--- config.mk ---
export PLATFORM = sky130hd
export DESIGN_NAME = priority_arbiter_rr
export DESIGN_NICKNAME = d
export VERILOG_FILES = /design/src/rtl/priority_arbiter_rr.sv
export SDC_FILE = /design/constraint.sdc
export NUM_CORES = 1
export LEC_CHECK = 0
export CAP_MARGIN = 20
export CORE_ASPECT_RATIO = 0.75
export CORE_MARGIN = 2
export CORE_UTILIZATION = 28
export DETAILED_ROUTE_END_ITERATION = 10
export PLACE_DENSITY_LB_ADDON = 0.25
export SKIP_LAST_GASP = 1
export SYNTH_ARGS = -nofsm -noshare
export SYNTH_HDL_FRONTEND = slang
export SYNTH_SLANG_ARGS = --single-unit
--- constraint.sdc ---
create_clock -name clk_i -period 4.2 [get_ports clk_i]
set_input_delay 0.63 -clock clk_i [delete_from_list [all_inputs] [get_ports clk_i]]
set_output_delay 0.63 -clock clk_i [all_outputs]
set_load 0.02 [all_outputs]
--- src/rtl/priority_arbiter_rr.sv ---
// priority_arbiter_rr: registered request arbiter with a run-time choice of
// fixed priority (highest index wins) or round-robin (rotating pointer).
//
// Handshake: a grant is offered while gnt_valid_o = 1 and is consumed on a
// rising edge where gnt_valid_o = 1 and gnt_ready_i = 1. While it is not
// consumed, gnt_idx_o / gnt_onehot_o are held stable. On a consuming edge a
// new winner may be loaded in the same cycle, which gives one grant per cycle.
module priority_arbiter_rr #(
    parameter int  NUM_REQ = 8,
    localparam int IDX_W   = $clog2(NUM_REQ)
) (
    input  logic               clk_i,
    input  logic               rst_ni,
    input  logic               enable_i,
    input  logic               mode_i,
    input  logic [NUM_REQ-1:0] req_i,
    input  logic               gnt_ready_i,
    output logic               gnt_valid_o,
    output logic [IDX_W-1:0]   gnt_idx_o,
    output logic [NUM_REQ-1:0] gnt_onehot_o
);

    typedef enum logic [0:0] {
        ST_IDLE  = 1'b0,
        ST_GRANT = 1'b1
    } state_t;

    state_t               state_q;
    logic                 gnt_valid_q;
    logic [IDX_W-1:0]     gnt_idx_q;
    logic [NUM_REQ-1:0]   gnt_onehot_q;
    logic [IDX_W-1:0]     ptr_q;

    logic                 handshake;
    logic                 arb_go;
    logic [IDX_W-1:0]     idx_inc;
    logic [IDX_W-1:0]     rr_base;
    logic [NUM_REQ-1:0]   req_rot;
    logic                 rr_found;
    int                   rr_off;
    int                   rr_sum;
    logic [IDX_W-1:0]     rr_idx;
    logic [IDX_W-1:0]     fix_idx;
    logic [IDX_W-1:0]     win_idx_d;
    logic [NUM_REQ-1:0]   win_onehot_d;

    // Arbitration: both winners are computed every cycle, mode_i selects one.
    // On a round-robin handshake the search starts from the already-advanced
    // pointer, so the requester just served drops to lowest priority.
    always_comb begin
        handshake = (state_q == ST_GRANT) && gnt_ready_i;
        arb_go    = enable_i && (|req_i);
        idx_inc   = (gnt_idx_q == IDX_W'(NUM_REQ - 1)) ? '0 : gnt_idx_q + IDX_W'(1);
        rr_base   = (handshake && mode_i) ? idx_inc : ptr_q;

        // Fixed priority: last set bit in ascending scan is the highest index.
        fix_idx = '0;
        for (int i = 0; i < NUM_REQ; i++) begin
            if (req_i[i]) begin
                fix_idx = IDX_W'(i);
            end
        end

        // Round-robin: rotate so rr_base lands at bit 0, take the lowest set
        // bit, then map the offset back to an absolute index with wrap.
        req_rot  = NUM_REQ'({req_i, req_i} >> rr_base);
        rr_found = 1'b0;
        rr_off   = 0;
        for (int i = 0; i < NUM_REQ; i++) begin
            if (!rr_found && req_rot[i]) begin
                rr_found = 1'b1;
                rr_off   = i;
            end
        end
        rr_sum = int'(rr_base) + rr_off;
        if (rr_sum >= NUM_REQ) begin
            rr_sum = rr_sum - NUM_REQ;
        end
        rr_idx = IDX_W'(rr_sum);

        win_idx_d    = mode_i ? rr_idx : fix_idx;
        win_onehot_d = '0;
        win_onehot_d[win_idx_d] = 1'b1;
    end

    // Grant FSM with registered outputs and the round-robin pointer.
    always_ff @(posedge clk_i) begin
        if (!rst_ni) begin
            state_q      <= ST_IDLE;
            gnt_valid_q  <= 1'b0;
            gnt_idx_q    <= '0;
            gnt_onehot_q <= '0;
            ptr_q        <= '0;
        end else begin
            case (state_q)
                ST_IDLE: begin
                    if (arb_go) begin
                        state_q      <= ST_GRANT;
                        gnt_valid_q  <= 1'b1;
                        gnt_idx_q    <= win_idx_d;
                        gnt_onehot_q <= win_onehot_d;
                    end
                end
                ST_GRANT: begin
                    if (gnt_ready_i) begin
                        if (mode_i) begin
                            ptr_q <= idx_inc;
                        end
                        if (arb_go) begin
                            gnt_valid_q  <= 1'b1;
                            gnt_idx_q    <= win_idx_d;
                            gnt_onehot_q <= win_onehot_d;
                        end else begin
                            state_q      <= ST_IDLE;
                            gnt_valid_q  <= 1'b0;
                            gnt_idx_q    <= '0;
                            gnt_onehot_q <= '0;
                        end
                    end
                end
                default: begin
                    state_q      <= ST_IDLE;
                    gnt_valid_q  <= 1'b0;
                    gnt_idx_q    <= '0;
                    gnt_onehot_q <= '0;
                end
            endcase
        end
    end

    assign gnt_valid_o  = gnt_valid_q;
    assign gnt_idx_o    = gnt_idx_q;
    assign gnt_onehot_o = gnt_onehot_q;

endmodule

==> metrics.md, run 1 <==
| Metric | Value |
|---|---|
| Total congestion overflow | `0` |
| Number of synthesized register bits | `16` |
| DRT Wirelength | `4710 um` |
| Net Count, Synth | `210` |
| Syn Std Cell Area | `1570 um^2` |
| Crit path top cell by count | `nand3_1` |
| Total leakage power | `0.946 nW` |
| Critical Path Fanout Max | `4` |
| Fillers | `557` |
| Sequential cell area | `320 um^2` |
| Top cells by area, synth | `dfxtp_1 (20%), mux2i_1 (11%), nand2_1 (4.1%)` |
| DRT antenna net count | `0` |
| Nets | `268` |
| Share of cells above drive strength 1 | `26.8%` |
| Most used flip-flop cell after synthesis | `dfxtp_1` |
| Period utilization | `95.1%` |
| Multi-input logic area | `1170 um^2` |
| RSZ-0062 raised after global routing | `true` |
| Mean post-synth cell area | `8.12 um^2` |
| Post-Synthesis Cells | `193` |
| Crit path max-delay family | `compound AO/OA/AOI/OAI gates` |
| Synth cell types | `52` |
| CORE AREA | `5380 um^2` |
| Routability cong. | `0.902` |
| VDD IR max | `0.0000901 V` |
| Vias in the first global route | `1482` |
| Std-Cell Rows | `23` |
| Cell Count, Final, Fillers Out | `325` |
| Number of diodes | `0` |
| Final setup violation count | `0` |
| Worst path max stage delay | `0.49 ns` |
| DR WL/cell | `14.5 um` |
| Wire length of the first global-routing pass | `7430 um` |
| Post-synth EDFFs | `0` |
| Crit path time final | `3.99 ns` |
| Syn-to-layout area delta | `42.3%` |
| Hold Path Class | `reg -> reg` |
| Total I/O pin count | `25` |
| Final core utilization | `41.4%` |
| Setup CP Type | `in -> reg` |
| CP max-delay cell | `clkdlybuf4s50_1` |
| CTS tree | `done` |
| CTS Buffer Depth | `2` |
| Crit path DAT | `4.16 ns` |
| Antenna violations before repair | `0` |
| Worst skew pair latency | `0.25 ns` |
| Final TNS setup | `0 ns` |
| Asr flop ratio synth | `0%` |
| Max-Cap Viols | `0` |
| Slew @ Worst Pin | `0.464 ns` |
| DRC | `0` |
| Die Ht | `68.8 um` |
| Via count | `1694` |
| Pwr per Cell Area | `227 nW/um^2` |
| Initial core utilization | `29.1%` |
| CP Buf/Inv Count | `3` |
| Sequential-to-total area share from yosys stat | `20.4%` |
| Die area | `6220 um^2` |
| Critical path startpoint category | `input pin` |
| CP required | `4.36 ns` |
| Buffers on Ports | `24` |
| CTS Root Buffer Type | `clkbuf_8` |
| Commonest cells post-synth | `mux2i_1 (17), nand2_1 (17), dfxtp_1 (16), nor2_1 (16), clkbuf_1 (10)` |
| Total Power | `506 uW` |
| Crit path capture type | `flip-flop` |
| Endpoints failing hold | `0` |
| Pre-antenna DRT Iters | `4` |
| Die Span X | `90.4 um` |
| CTS buffer count | `3` |
| Outcome | `complete, no violations` |
| Via density per instance | `5.21` |
| Critical path cell sequence | `clkdlybuf4s50_1 > and3_4 > mux2i_4 > buf_4 > mux2i_1 > nand3_1 > o21ai_0 > a31oi_1 > o211a_1 > ha_1 > fa_1 > inv_1 > a21oi_2 > nand3_1 > o31a_1 > o31ai_2` |
| Cts hold-fix bufs | `0` |
| Clock sinks | `16` |
| Ys Warns | `0` |
| Largest net degree at the start of global routing | `14` |
| Placed cells | `320` |
| Slew headroom | `68.2%` |
| Skew final | `0.00210 ns` |
| Hpwl dp | `3760 um` |
| H-tree lvl count | `1` |
| Total GRT Usage | `15.2%` |
| Cell taking the most area after synthesis | `dfxtp_1` |
| Max Fclk | `250 MHz` |
| Starting DRT DRC Count | `102` |
| Top cell type's share of synthesized area | `20.4%` |
| Final Slew Violations | `0` |
| Reg clk slew, reported paths | `0.06 ns` |
-- cell families (layout without fill, tap and decap cells) --
group	Yosys count	after routing	synth area share [%]
fa+ha+maj	4	4	3.67
simple gates	77	77	25.5
mux	27	27	20.6
compound gates	47	47	23.1
buf+inv	21	78	6.15
xor+xnor	1	1	0.559
flops	16	16	20.4
-- worst min-delay path: cells and delay by family, from the launching register on --
kind           cells  cell delay [ns]
AO/OA/AOI/OAI      2             0.11
flip-flops         1             0.33
-- state kept, by name, summed over array words and instances, names as in the netlist --
| signal | flops |
|---|---|
| gnt_idx_o | 3 |
| ptr_q | 3 |
| gnt_valid_o | 1 |
| state_q | 1 |
| gnt_onehot_o | 8 |
-- metrics by stage --
| stage | hold slack, ns | instance area (um^2) | setup slack (ns) |
|---|---|---|---|
| after floorplan | 0.548 | 1570 | 0.265 |
| after global placement | 0.461 | 2150 | -0.186 |
| after detailed placement | 0.455 | 2150 | -0.223 |
| after CTS | 0.472 | 2200 | 0.0329 |
| after global routing | 0.502 | 2230 | -0.00640 |
| final | 0.471 | 2230 | 0.208 |
-- metal layers --
metal	routed length, um	GRT usage [%]	up-vias
met5	0	0	-
met4	14	2.31	0
met3	300	3.26	2
met2	1840	21.1	56
met1	2560	23.8	800
li1	-	-	836
-- cell usage in the layout (no fill, tap or decap), types with 5 or more instances in the layout --
cell,Yosys,routed
a21oi_1,7,6
and3_1,5,5
buf_4,0,43
clkdlybuf4s50_1,0,23
dfxtp_1,16,16
inv_1,7,6
mux2_2,5,5
mux2i_1,17,17
nand2_1,17,17
nand2b_1,7,7
nand3_1,6,6
nor2_1,16,15
nor3_1,6,5
o21ai_0,6,6
-- path summary, 6_finish.rpt --
path / endpoint / cells after the start / from / slack, ns
hold / removal: gnt_onehot_o[2] / 2 / gnt_onehot_o[2] / 0.47
setup / recovery: gnt_onehot_o[3] / 16 / gnt_ready_i / 0.21
hold reg to reg: gnt_onehot_o[2] / 2 / gnt_onehot_o[2] / 0.47
setup reg to reg: gnt_onehot_o[6] / 18 / gnt_idx_o[0] / 0.24
-- power by group --
part,switching [mW],leakage (nW),internal [mW]
Sequential,0.00626,0.130,0.160
Clock,0.0514,0.0288,0.0831
Combinational,0.105,0.787,0.100
-- final cells by class --
cell class	count	share of cell area (%)
flip-flops and latches	16	14.4
clock buffers	4	2.47
inverters	7	1.18
well taps	75	4.21
repair buffers	67	25.4
multi-input cells	156	52.4
-- what timing repair did --
item                       4_1_cts  5_1_grt
gates resized for setup          0        6
buffers inserted                 0        1
setup endpoints to repair        0        9
(Power assumes the default switching activity.)
==> run 2: changes to the inputs <==
==> constraint.sdc (replaced) <==
create_clock -name clk_i -period 4.1 [get_ports clk_i]
set_input_delay 0.615 -clock clk_i [delete_from_list [all_inputs] [get_ports clk_i]]
set_output_delay 0.615 -clock clk_i [all_outputs]
set_load 0.02 [all_outputs]
==> metrics.md, run 2 (same netlist as run 1, synthesis figures left out) <==
| Metric | Value |
|---|---|
| Outcome | `complete, no violations` |
| Cell Count, Final, Fillers Out | `333 (+2.5%)` |
| Worst Setup EP | `gnt_onehot_o[6]` |
| Final Slew Violations | `0 (unchanged)` |
| Total Power | `540 uW (+6.9%)` |
| Skew final | `0.00508 ns (+0.00298 ns)` |
| Std-Cell Rows | `23 (unchanged)` |
| Crit path DAT | `4.06 ns (-0.10 ns)` |
| Placed cells | `324 (+1.3%)` |
| Crit path time final | `3.92 ns` |
| Total congestion overflow | `0 (unchanged)` |
| DRT antenna net count | `0 (unchanged)` |
| Number of diodes | `0 (unchanged)` |
| CTS Root Buffer Type | `clkbuf_8` |
| Buffers on Ports | `24 (unchanged)` |
| Most frequent cells in the layout | `buf_4 (49), clkdlybuf4s50_1 (21), nand2_1 (17)` |
| Reg-to-reg endpoint | `gnt_onehot_o[6]` |
| Slew @ Worst Pin | `0.595 ns (+0.131 ns)` |
| Wire length of the first global-routing pass | `7440 um (about the same)` |
| Metal-1 WL | `2680 um (+4.7%)` |
| R2R depth | `18 (unchanged)` |
| Largest net degree at the start of global routing | `14 (unchanged)` |
| Crit path capture type | `flip-flop` |
| Hpwl dp | `3780 um (+0.31%)` |
| Via count | `1687 (-0.41%)` |
| Met3 WL | `257 um (-14%)` |
| Placed inst area | `2180 um^2 (+1.4%)` |
| Setup CP Type | `reg -> reg` |
| Final Instance Area | `2380 um^2 (+6.7%)` |
| DRC | `0 (unchanged)` |
| Max-Cap Viols | `0 (unchanged)` |
| Total leakage power | `1.00 nW (+6.1%)` |
| CP required | `4.24 ns (-0.12 ns)` |
| Vias in the first global route | `1442 (-2.7%)` |
| Worst Setup SP | `gnt_idx_o[0]` |
| Starting DRT DRC Count | `92 (-9.8%)` |
| Die Span X | `90.4 um (unchanged)` |
| Pwr per Cell Area | `227 nW/um^2 (+0.12%)` |
| Slew headroom | `59.7% (-8.5 points)` |
| Initial core utilization | `29.1% (unchanged)` |
| CTS buffer count | `3 (unchanged)` |
| Crit path depth | `18 (+2)` |
| Total I/O pin count | `25 (unchanged)` |
| Die Ht | `68.8 um (unchanged)` |
| Max Fclk | `255 MHz` |
| Reg2Reg Setup Slack | `0.18 ns (-0.06 ns)` |
| Nets | `276 (+3.0%)` |
| Critical Path Fanout Max | `5 (+1)` |
| WHS | `0.466 ns (-0.00462 ns)` |
| Clock sinks | `16 (unchanged)` |
| Max reg flops | `8 (unchanged)` |
| DR WL/cell | `14.5 um (about the same)` |
| VDD IR max | `0.0000949 V (+5.3%)` |
| Endpoints failing hold | `0 (unchanged)` |
| H-tree lvl count | `1 (unchanged)` |
| Routability cong. | `0.899 (-0.29%)` |
| Max Used Layer | `met3` |
| Antenna violations before repair | `0 (unchanged)` |
| DRT Wirelength | `4830 um (+2.4%)` |
| Fillers | `543 (-2.5%)` |
| Total GRT Usage | `15.2% (+0.024 points)` |
| CORE AREA | `5380 um^2 (unchanged)` |
| Final setup violation count | `0 (unchanged)` |
| CTS Buffer Depth | `2 (unchanged)` |
| Cts hold-fix bufs | `0 (unchanged)` |
| CP Buf/Inv Count | `3 (unchanged)` |
| CP max-delay cell | `or4_1` |
| Worst path max stage delay | `0.55 ns (+0.06 ns)` |
| CTS tree | `done` |
| Pre-antenna DRT Iters | `4 (unchanged)` |
| Met2 routed WL | `1890 um (+2.9%)` |
| Worst skew pair latency | `0.25 ns (about the same)` |
| Syn-to-layout area delta | `51.9%` |
| Final core utilization | `44.2% (+2.8 points)` |
| Via density per instance | `5.07 (-2.8%)` |
| Die area | `6220 um^2 (unchanged)` |
| Crit path max-delay family | `adder cells` |
| RR Startpoint | `gnt_idx_o[0]` |
| Period utilization | `95.7%` |
| Critical path cell sequence | `ha_2 > ha_4 > buf_4 > mux2i_4 > mux2i_4 > buf_4 > nor2_1 > nor3_1 > or4_1 > a31oi_1 > o211a_1 > ha_2 > fa_1 > inv_2 > a21oi_4 > and3_4 > and3_1 > a22o_1` |
| Critical path startpoint category | `flip-flop` |
| Commonest non-fill, non-tap cell in the layout | `buf_4` |
| Share of cells above drive strength 1 | `32.9% (+6.1 points)` |
| Hold Path Class | `reg -> reg` |
| Reg clk slew, reported paths | `0.06 ns (about the same)` |
-- run 2: power by group --
part / switching [mW] / internal [mW]
clock network: 0.0533 / 0.0852
logic: 0.115 / 0.117
registers: 0.00663 / 0.164
-- run 2: worst min path at each step --
stage                    startpoint              end  slack [ns]  cells past startpoint
floorplan                   state_q          state_q        0.55                      2
global placement    gnt_onehot_o[2]  gnt_onehot_o[2]        0.46                      2
detailed placement  gnt_onehot_o[2]  gnt_onehot_o[2]        0.45                      2
CTS                 gnt_onehot_o[2]  gnt_onehot_o[2]        0.47                      2
global route        gnt_onehot_o[7]  gnt_onehot_o[7]        0.49                      1
finish              gnt_onehot_o[2]  gnt_onehot_o[2]        0.47                      2
-- run 2: what timing repair did --
| item | 4_1_cts | 5_1_grt |
|---|---|---|
| endpoints found under the setup margin | 5 | 10 |
| resized for setup | 1 | 23 |
| pin swaps | 0 | 3 |
| setup buffers | 0 | 5 |
-- run 2: stage by stage --
step	TNS [ns]	setup slack (ns)
2_1_floorplan	0	0.180
3_3_place_gp	-1.98	-0.272
3_5_place_dp	-2.41	-0.323
4_1_cts	0	0.0115
5_1_grt	-0.00710	-0.00710
6_report	0	0.176
-- run 2: worst register-to-register path, delay by kind of cell (launching register included) --
family	cells	cell delay, ns
adder cells (fa/ha/maj)	4	1.06
buffers and inverters	3	0.37
multiplexers	2	0.37
flip-flops	1	0.32
AO/OA/AOI/OAI	4	0.63
AND/OR/NAND/NOR	5	1.05
-- run 2: layout make-up --
class                   count  area, um^2  share of cell area, %
flip-flops and latches     16         322                   13.5
clock buffers               4        55.1                   2.31
repair buffers             75         647                   27.2
inverters                   7        26.3                   1.10
well taps                  75        93.8                   3.94
multi-input cells         156        1240                   51.9
-- run 2: layer usage --
| metal | up-vias | global-route usage [%] |
|---|---|---|
| met5 | - | 0 |
| met4 | 0 | 1.15 |
| met3 | 0 | 2.61 |
| met2 | 39 | 20.6 |
| met1 | 794 | 25.0 |
| li1 | 854 | - |
==> run 3: changes to the inputs <==
--- a/config.mk
+++ b/config.mk
@@ -12,6 +12,7 @@
 export DETAILED_ROUTE_END_ITERATION = 10
 export PLACE_DENSITY_LB_ADDON = 0.25
 export SKIP_LAST_GASP = 1
+export SLEW_MARGIN = 20
 export SYNTH_ARGS = -nofsm -noshare
 export SYNTH_HDL_FRONTEND = slang
 export SYNTH_SLANG_ARGS = --single-unit
==> results of run 3 <==
The final DEF is identical to that of run 2; final timing and power are the same.
